## src/rtl/pipelined_barrel_shifter_if.sv

```systemverilog
// rtl/pipelined_barrel_shifter_if.sv - operand/result handshake bundle for the pipelined barrel shifter
interface pipelined_barrel_shifter_if #(
  parameter int WIDTH = 32,
  parameter int SHW   = $clog2(WIDTH)
);
  logic             in_valid;
  logic             in_ready;
  logic [WIDTH-1:0] in;
  logic [SHW-1:0]   shamt;
  logic             dir;
  logic [1:0]       mode;
  logic             out_valid;
  logic             out_ready;
  logic [WIDTH-1:0] out;

  modport master (
    output in_valid, in, shamt, dir, mode, out_ready,
    input  in_ready, out_valid, out
  );

  modport slave (
    input  in_valid, in, shamt, dir, mode, out_ready,
    output in_ready, out_valid, out
  );
endinterface

```

## src/rtl/pipelined_barrel_shifter.sv

```systemverilog
// rtl/pipelined_barrel_shifter.sv - log-depth pipelined shifter: logical, arithmetic and rotate, both directions
module pipelined_barrel_shifter #(
  parameter int WIDTH = 32,
  parameter int SHW   = $clog2(WIDTH)
) (
  input logic                     clk,
  input logic                     rst,
  pipelined_barrel_shifter_if.slave bus
);

  localparam logic [1:0] MODE_ARITH  = 2'b01;
  localparam logic [1:0] MODE_ROTATE = 2'b10;

  function automatic logic [WIDTH-1:0] shift_by(
    input logic [WIDTH-1:0] d,
    input int               amt,
    input logic             left,
    input logic [1:0]       mode,
    input logic             fill
  );
    logic [WIDTH-1:0] r;
    if (left) begin
      r = d << amt;
      if (mode == MODE_ROTATE) r = r | (d >> (WIDTH - amt));
    end else begin
      r = d >> amt;
      if (mode == MODE_ROTATE)
        r = r | (d << (WIDTH - amt));
      else if (mode == MODE_ARITH && fill)
        r = r | ~({WIDTH{1'b1}} >> amt);
    end
    return r;
  endfunction

  // Index k is the input side of stage k; index SHW is the output register.
  logic [SHW:0][WIDTH-1:0] s_data;
  logic [SHW:0]            s_valid;
  logic [SHW-1:0][SHW-1:0] s_sh;
  logic [SHW-1:0]          s_dir;
  logic [SHW-1:0][1:0]     s_mode;
  logic [SHW-1:0]          s_fill;
  logic                    adv;

  // One global enable: the whole pipe freezes while a result waits downstream.
  assign adv          = ~s_valid[SHW] | bus.out_ready;
  assign bus.in_ready = adv;

  assign s_data[0]  = bus.in;
  assign s_valid[0] = bus.in_valid;
  assign s_sh[0]    = bus.shamt;
  assign s_dir[0]   = bus.dir;
  assign s_mode[0]  = bus.mode;
  assign s_fill[0]  = bus.in[WIDTH-1];

  genvar k;
  generate
    for (k = 0; k < SHW; k++) begin : g_stage
      localparam int AMT = 1 << k;
      logic [WIDTH-1:0] data_r;
      logic             valid_r;

      // Data only moves with a valid op, so out keeps its last result across bubbles.
      always_ff @(posedge clk) begin
        if (rst) begin
          valid_r <= 1'b0;
          data_r  <= '0;
        end else if (adv) begin
          valid_r <= s_valid[k];
          if (s_valid[k])
            data_r <= s_sh[k][0] ? shift_by(s_data[k], AMT, s_dir[k], s_mode[k], s_fill[k])
                                 : s_data[k];
        end
      end

      assign s_data[k+1]  = data_r;
      assign s_valid[k+1] = valid_r;

      if (k < SHW - 1) begin : g_ctl
        logic [SHW-1:0] sh_r;
        logic           dir_r;
        logic [1:0]     mode_r;
        logic           fill_r;

        // Shamt is consumed LSB-first, so each stage sees its own bit at position 0.
        always_ff @(posedge clk) begin
          if (adv && s_valid[k]) begin
            sh_r   <= s_sh[k] >> 1;
            dir_r  <= s_dir[k];
            mode_r <= s_mode[k];
            fill_r <= s_fill[k];
          end
        end

        assign s_sh[k+1]   = sh_r;
        assign s_dir[k+1]  = dir_r;
        assign s_mode[k+1] = mode_r;
        assign s_fill[k+1] = fill_r;
      end
    end
  endgenerate

  assign bus.out_valid = s_valid[SHW];
  assign bus.out       = s_data[SHW];

endmodule
```

## src/flat_wrapper.sv

```systemverilog
// flat-port wrapper written by rule: the top's interface ports become plain ports
module pipelined_barrel_shifter_flat 
#(
  parameter int WIDTH = 32,
  parameter int SHW   = $clog2(WIDTH)
)
  (clk, rst, bus_in_valid, bus_in, bus_shamt, bus_dir, bus_mode, bus_out_ready, bus_in_ready, bus_out_valid, bus_out);
  pipelined_barrel_shifter_if #(.WIDTH(WIDTH), .SHW(SHW)) bus_i ();
  input logic clk;
  input logic rst;
  input wire logic [$bits(bus_i.in_valid)-1:0] bus_in_valid;
  input wire logic [$bits(bus_i.in)-1:0] bus_in;
  input wire logic [$bits(bus_i.shamt)-1:0] bus_shamt;
  input wire logic [$bits(bus_i.dir)-1:0] bus_dir;
  input wire logic [$bits(bus_i.mode)-1:0] bus_mode;
  input wire logic [$bits(bus_i.out_ready)-1:0] bus_out_ready;
  output wire logic [$bits(bus_i.in_ready)-1:0] bus_in_ready;
  output wire logic [$bits(bus_i.out_valid)-1:0] bus_out_valid;
  output wire logic [$bits(bus_i.out)-1:0] bus_out;
  assign bus_i.in_valid = bus_in_valid;
  assign bus_i.in = bus_in;
  assign bus_i.shamt = bus_shamt;
  assign bus_i.dir = bus_dir;
  assign bus_i.mode = bus_mode;
  assign bus_i.out_ready = bus_out_ready;
  assign bus_in_ready = bus_i.in_ready;
  assign bus_out_valid = bus_i.out_valid;
  assign bus_out = bus_i.out;
  pipelined_barrel_shifter #(.WIDTH(WIDTH), .SHW(SHW)) u_core (.clk(clk), .rst(rst), .bus(bus_i));
endmodule
```

## config.mk

```make
export PLATFORM = sky130hd
export DESIGN_NAME = pipelined_barrel_shifter_flat
export DESIGN_NICKNAME = d
export VERILOG_FILES = /design/src/rtl/pipelined_barrel_shifter_if.sv /design/src/rtl/pipelined_barrel_shifter.sv /design/src/flat_wrapper.sv
export SDC_FILE = /design/constraint.sdc
export NUM_CORES = 1
export LEC_CHECK = 0
export CAP_MARGIN = 0
export CORE_MARGIN = 2
export CORE_UTILIZATION = 50
export CTS_CLUSTER_SIZE = 14
export DETAILED_ROUTE_END_ITERATION = 10
export GPL_TIMING_DRIVEN = 0
export PLACE_DENSITY = 0.85
export SLEW_MARGIN = 40
export SYNTH_ARGS = -nofsm -noshare
export SYNTH_HDL_FRONTEND = slang
export SYNTH_SLANG_ARGS = --single-unit
```

## constraint.sdc

```tcl
create_clock -name clk -period 1.4 [get_ports clk]
set_clock_uncertainty 0.1 [all_clocks]
set_input_delay 0.14 -clock clk [delete_from_list [all_inputs] [get_ports clk]]
set_output_delay 0.14 -clock clk [all_outputs]
set_load 0.03 [all_outputs]
```

==> Yosys cells after proc, flatten, opt, wreduce, memory -nomap -nowiden <==
Cells that the tools add are included.
{ "op_classes": {"mux": 25, "bitwise": 11, "n_reduce_logical": 14, "n_eq_ne": 10} }
{ "ops": {"columns": ["cell", "n"], "rows": [
  ["32-bit 2-to-1 mux", 25],
  ["24-bit by 32-bit OR with 32-bit output", 1],
  ["28-bit by 32-bit OR with 32-bit output", 1],
  ["30-bit by 32-bit OR with 32-bit output", 1],
  ["31-bit by 32-bit OR with 32-bit output", 1],
  ["32-bit by 1-bit OR with 32-bit output", 1],
  ["32-bit by 16-bit OR with 32-bit output", 1],
  ["32-bit by 2-bit OR with 32-bit output", 1],
  ["32-bit by 4-bit OR with 32-bit output", 1],
  ["32-bit by 8-bit OR with 32-bit output", 1],
  ["2-bit by 1-bit equality test with 1-bit output (second input constant)", 5],
  ["2-bit equality test (second input constant)", 5],
  ["2-bit AND reduction", 5],
  ["1-bit logical AND", 9],
  ["1-bit inverter", 1],
  ["1-bit OR", 1]
]} }
{ "totals": {"reg_bits": 191, "wordCells": 86, "output_inout_bits": 34} }

==> Logic depth before layout (Yosys ltp) <==
{ "depth": {"word_depth": 6, "mapped_depth": 9, "depth_no_buf": 6} }

==> Least setup slack after synthesis <==
Ideal clock, no wire load.
{ "synth_path": {"path_type": "register to register", "startpoint": "reg u_core.g_stage[4].valid_r (netlist: u_core.bus.out_valid)", "endpoint": "reg u_core.g_stage[1].data_r[10]", "path_stages_with_launch": 9, "period_less_slack_ns": 1.723, "arrival_time_ns": 1.553, "setup_slack_ns": -0.323, "n_path_buf": 2, "cell_sequence": "dfxtp_1 -> nor2b_4 -> buf_6 -> inv_8 -> nand2_2 -> inv_2 -> nor2_4 -> buf_4 -> o2bb2ai_1"} }
{ "synth_between": {"elab_chain_cells": 3} }
{ "synth_rtl": {"columns": ["element", "line_no", "source"], "rows": [
  ["from (decl)", "pipelined_barrel_shifter.sv:60", "logic valid_r;"],
  ["from (signal assigned)", "pipelined_barrel_shifter.sv:68", "valid_r <= s_valid[k];"],
  ["1-bit inverter", "pipelined_barrel_shifter.sv:45", "assign adv = ~s_valid[SHW] | bus.out_ready;"],
  ["1-bit OR", "pipelined_barrel_shifter.sv:45", null],
  ["named net bus_in_ready", "flat_wrapper.sv:17", "output wire logic [$bits(bus_i.in_ready)-1:0] bus_in_ready;"],
  ["2-bit AND reduction (no line)", null, null],
  ["to (signal assigned)", "pipelined_barrel_shifter.sv:70", "data_r <= s_sh[k][0] ? shift_by(s_data[k], AMT, s_dir[k], s_mode[k], s_fill[k])"],
  ["to (decl)", "pipelined_barrel_shifter.sv:59", "logic [WIDTH-1:0] data_r;"]
]} }
The timed path passes the listed nets, and every way through them passes these cells.
A chain may end at the register's enable or synchronous reset.

==> Worst setup path in the final report <==
{ "layout_path": {"startpoint": "reg u_core.g_stage[4].valid_r (netlist: u_core.bus.out_valid)", "endpoint": "reg u_core.g_stage[4].data_r[25] (netlist: u_core.bus.out[25])"} }
{ "layout_between": {"elab_chain_cells": 3} }
{ "layout_rtl": {"columns": ["element", "line_no"], "rows": [
  ["1-bit inverter", "pipelined_barrel_shifter.sv:45"],
  ["1-bit OR", "pipelined_barrel_shifter.sv:45"],
  ["2-bit AND reduction (no line)", null],
  ["to (signal assigned)", "pipelined_barrel_shifter.sv:70"],
  ["to (decl)", "pipelined_barrel_shifter.sv:59"]
]} }
No other way between the ends.

==> flow_summary.json <==
{
  "hold_violations": 0,
  "grt_pass1_vias": 9229,
  "gp_congestion": 0.9453,
  "relSlewSlack_pct": 48.77,
  "grt_usage_pct": 32.69,
  "synth_fp_nets": 1131,
  "synth_edf_count": 26,
  "synth-seq-cells": 191,
  "die-area_um2": 19730,
  "netlist_area_um2": 9310,
  "cp_cell_sequence": "nor2b_4, buf_8, inv_16, nand2_8, buf_6, o41ai_1",
  "tns_ps": -23530,
  "dpl_cell_area_um2": 10560,
  "n_antenna_cell": 0,
  "cts_buffer_depth": 2,
  "min_to": "u_core.g_stage[0].g_ctl.sh_r[1]$_DFFE_PP_",
  "min_period_ps": 1673,
  "yosys.area_share.simple_pct": 15.29,
  "hold_class": "in2reg",
  "cts_tree": "built",
  "instances_no_fill": 1487,
  "power.leakage_nw": 5.101,
  "layout_common_cells": "168 x nand2_1, 164 x dfxtp_1, 91 x mux2i_1, 89 x a21oi_1, 83 x nor2_1",
  "synth_xor_area_share_pct": 0,
  "rsz0062_at_grt": "true",
  "setup_slack_ps": -272.9,
  "critPathLaunchType": "register",
  "muxShareOfSynthArea_pct": 10.54,
  "die-width_um": 140.5,
  "vias_per_cell": 6.762,
  "synthAdderAreaFrac_pct": 0,
  "drive_gt1_share_pct": 29.97,
  "final_common_cell": "nand2_1",
  "path_buf_inv": 3,
  "finalSetupViolCount": 172,
  "synthDistinctLibCells": 44,
  "nFillCells": 1071,
  "cp_top_family": "compound AO/OA/AOI/OAI gates",
  "worst_pin_slew_ps": 768.5,
  "rows": 49,
  "fin_crit_sh_pct": 119.5,
  "synth_compound_area_share_pct": 23.98,
  "numCtsBuffers": 17,
  "ff2ff_setup_slack_ps": -270,
  "nNetsFinal": 1289,
  "die_h_um": 140.5,
  "dpl.hpwl_mm": 19.93,
  "clock-root-buffer": "clkbuf_16",
  "holdPathStages": 1,
  "fmax_mhz": 597.8,
  "cts.clk_slew.worst_paths_ps": 80,
  "cp_slowest_stage_delay_ps": 460,
  "path_max_fanout": 10,
  "grt-ovfl-total": 0,
  "drc": 0,
  "h-tree-depth": 4,
  "fin_area_um2": 13300,
  "yosysTopAreaCell": "dfxtp_1",
  "clock_latency_ps": 450,
  "slowest_stage": "o41ai_1",
  "grt_max_degree": 18,
  "finalWirelength_mm": 35.76,
  "cp-end-kind": "register",
  "required_ps": 1610,
  "ys_seq_area_share_pct": 43.87,
  "ir_worst_vdd_mv": 0.7960,
  "synth-main-ff-cell": "dfxtp_1",
  "synth_cells": 1087,
  "drv_cap": 0,
  "synth_top_family_by_area": "compound AO/OA/AOI/OAI gates",
  "reg2regPathDepth": 6,
  "whs_ps": 151.8,
  "vias": 10060,
  "area_growth_pct": 42.84,
  "yosys_warnings": 0,
  "drt_iter0_markers": 1402,
  "power_mw": 12.88,
  "avgSynthCellArea_um2": 8.565,
  "synth_area_leaders": "dfxtp_1 35%, mux2i_1 11%, edfxtp_1 8.4%, nand2_1 7.1%, a21oi_1 6.3%",
  "start_util_pct": 51.48,
  "antenna_found_initial": 0,
  "arrival_ps": 1890,
  "grt_pass1_wl_mm": 50.78,
  "power_density_nw_per_um2": 968.6,
  "r2r-start": "u_core.bus.out_valid$_SDFFE_PP0N_",
  "port_buffers": 75,
  "timing_worst_setup_path_type": "reg2reg",
  "synth-async-reset-ratio_pct": 0,
  "yosys.area.top_type_share_pct": 35.48,
  "slew_violations": 0,
  "postCtsHoldBufs": 0,
  "failed_checks": "negative setup slack",
  "drt_pass1_iterations": 6,
  "ant_nets": 0,
  "reg2reg_to": "u_core.bus.out[25]$_SDFFE_PP0P_",
  "dp.cells": 1391,
  "avgRoutedWirePerCell_um": 24.05,
  "cts.sinks": 191,
  "outcome": "finished, violations left",
  "coreArea_um2": 18090,
  "hold_start": "bus_shamt[2]",
  "boundaryPins": 78
}
-- report_power, final --
part	internal (mW)	switching (mW)	total, mW
logic	0.835	1.05	1.88
clock network	2.66	2.31	4.98
registers	5.74	0.284	6.03
-- flip-flops by register name, indices dropped and copies added, names as in the netlist --
| name | flops |
|---|---|
| u_core.bus.out | 32 |
| u_core.bus.out_valid | 1 |
| u_core.g_stage.data_r | 128 |
| u_core.g_stage.g_ctl.dir_r | 4 |
| u_core.g_stage.g_ctl.fill_r | 4 |
| u_core.g_stage.g_ctl.mode_r | 8 |
| u_core.g_stage.g_ctl.sh_r | 10 |
| u_core.g_stage.valid_r | 4 |
-- worst reg2reg max path, delay by kind of cell (launching register included) --
| family | cells | cell delay, ps |
|---|---|---|
| flip-flops | 1 | 340 |
| AO/OA/AOI/OAI | 1 | 460 |
| buffers and inverters | 3 | 410 |
| AND/OR/NAND/NOR | 2 | 210 |
-- worst max-delay path by stage --
stage / from / end / slack, ps / cells past startpoint
2_1_floorplan: u_core.bus.out_valid$_SDFFE_PP0N_ / u_core.g_stage[1].data_r[10]$_SDFFE_PP0P_ / -90 / 8
3_3_place_gp: bus_out_ready / u_core.g_stage[0].data_r[30]$_SDFFE_PP0P_ / -510 / 8
3_5_place_dp: bus_out_ready / u_core.g_stage[0].data_r[27]$_SDFFE_PP0P_ / -540 / 8
4_1_cts: u_core.g_stage[1].g_ctl.dir_r$_DFFE_PP_ / u_core.g_stage[2].data_r[24]$_SDFFE_PP0P_ / -170 / 7
5_1_grt: u_core.g_stage[1].g_ctl.dir_r$_DFFE_PP_ / u_core.g_stage[2].data_r[28]$_SDFFE_PP0P_ / -450 / 6
6_report: u_core.bus.out_valid$_SDFFE_PP0N_ / u_core.bus.out[25]$_SDFFE_PP0P_ / -270 / 6
-- through the flow --
| stage | setup slack, ps | util [%] |
|---|---|---|
| after CTS | -173.9 | 71.21 |
| after detailed placement | -542.3 | 58.36 |
| after global routing | -446.2 | 73.53 |
| after floorplan | -94.31 | - |
| final | -272.9 | 73.53 |
| after global placement | -511.2 | 58.36 |
-- synth_stat cells (all sizes together) (4+ instances only) --
cell,n
o211ai,51
o2bb2ai,28
dfxtp,165
a21oi,119
o21ai,66
o41ai,16
nor2b,9
nor3,18
o221ai,16
clkbuf,50
nand2b,5
buf,46
mux2i,98
nor2,91
nand3b,18
a21o,4
nand2,181
a211oi,13
a311oi,4
edfxtp,26
inv,29
or3,4
a221oi,18
-- cell families (layout without fill, tap and decap cells) --
kind of cell | after synthesis | in the layout
flip-flops | 191 | 191
AO/OA/AOI/OAI | 341 | 341
AND/OR/NAND/NOR | 331 | 332
buffers and inverters | 126 | 296
multiplexers | 98 | 98
-- timing repair --
action / 4_1_cts / 5_1_grt
cloned: 20 / 2
pin swaps: 93 / 40
gates resized for setup: 370 / 139
setup endpoints to repair: 213 / 204
setup buffers: 39 / 5
-- per-layer routing --
layer | vias up | track usage [%] | share of wire (%)
met4 | 0 | 18.16 | 7.9
met2 | 809 | 56.60 | 47
met3 | 265 | 5.949 | 8.9
met1 | 4723 | 38.36 | 36
met5 | - | 0 | 0
li1 | 4258 | - | -
-- area by class of cell --
type	count	area, um2	area share [%]
clock inverters	14	158.9	1.195
repair inverters	1	7.507	0.05645
repair buffers	139	1494	11.23
flip-flops and latches	191	4088	30.74
plain buffers	94	1011	7.602
well taps	229	286.5	2.154
multi-input cells	771	5647	42.46
clock buffers	18	429.2	3.227
inverters	30	177.7	1.336
Note: power is estimated with default switching activity, not from simulation.
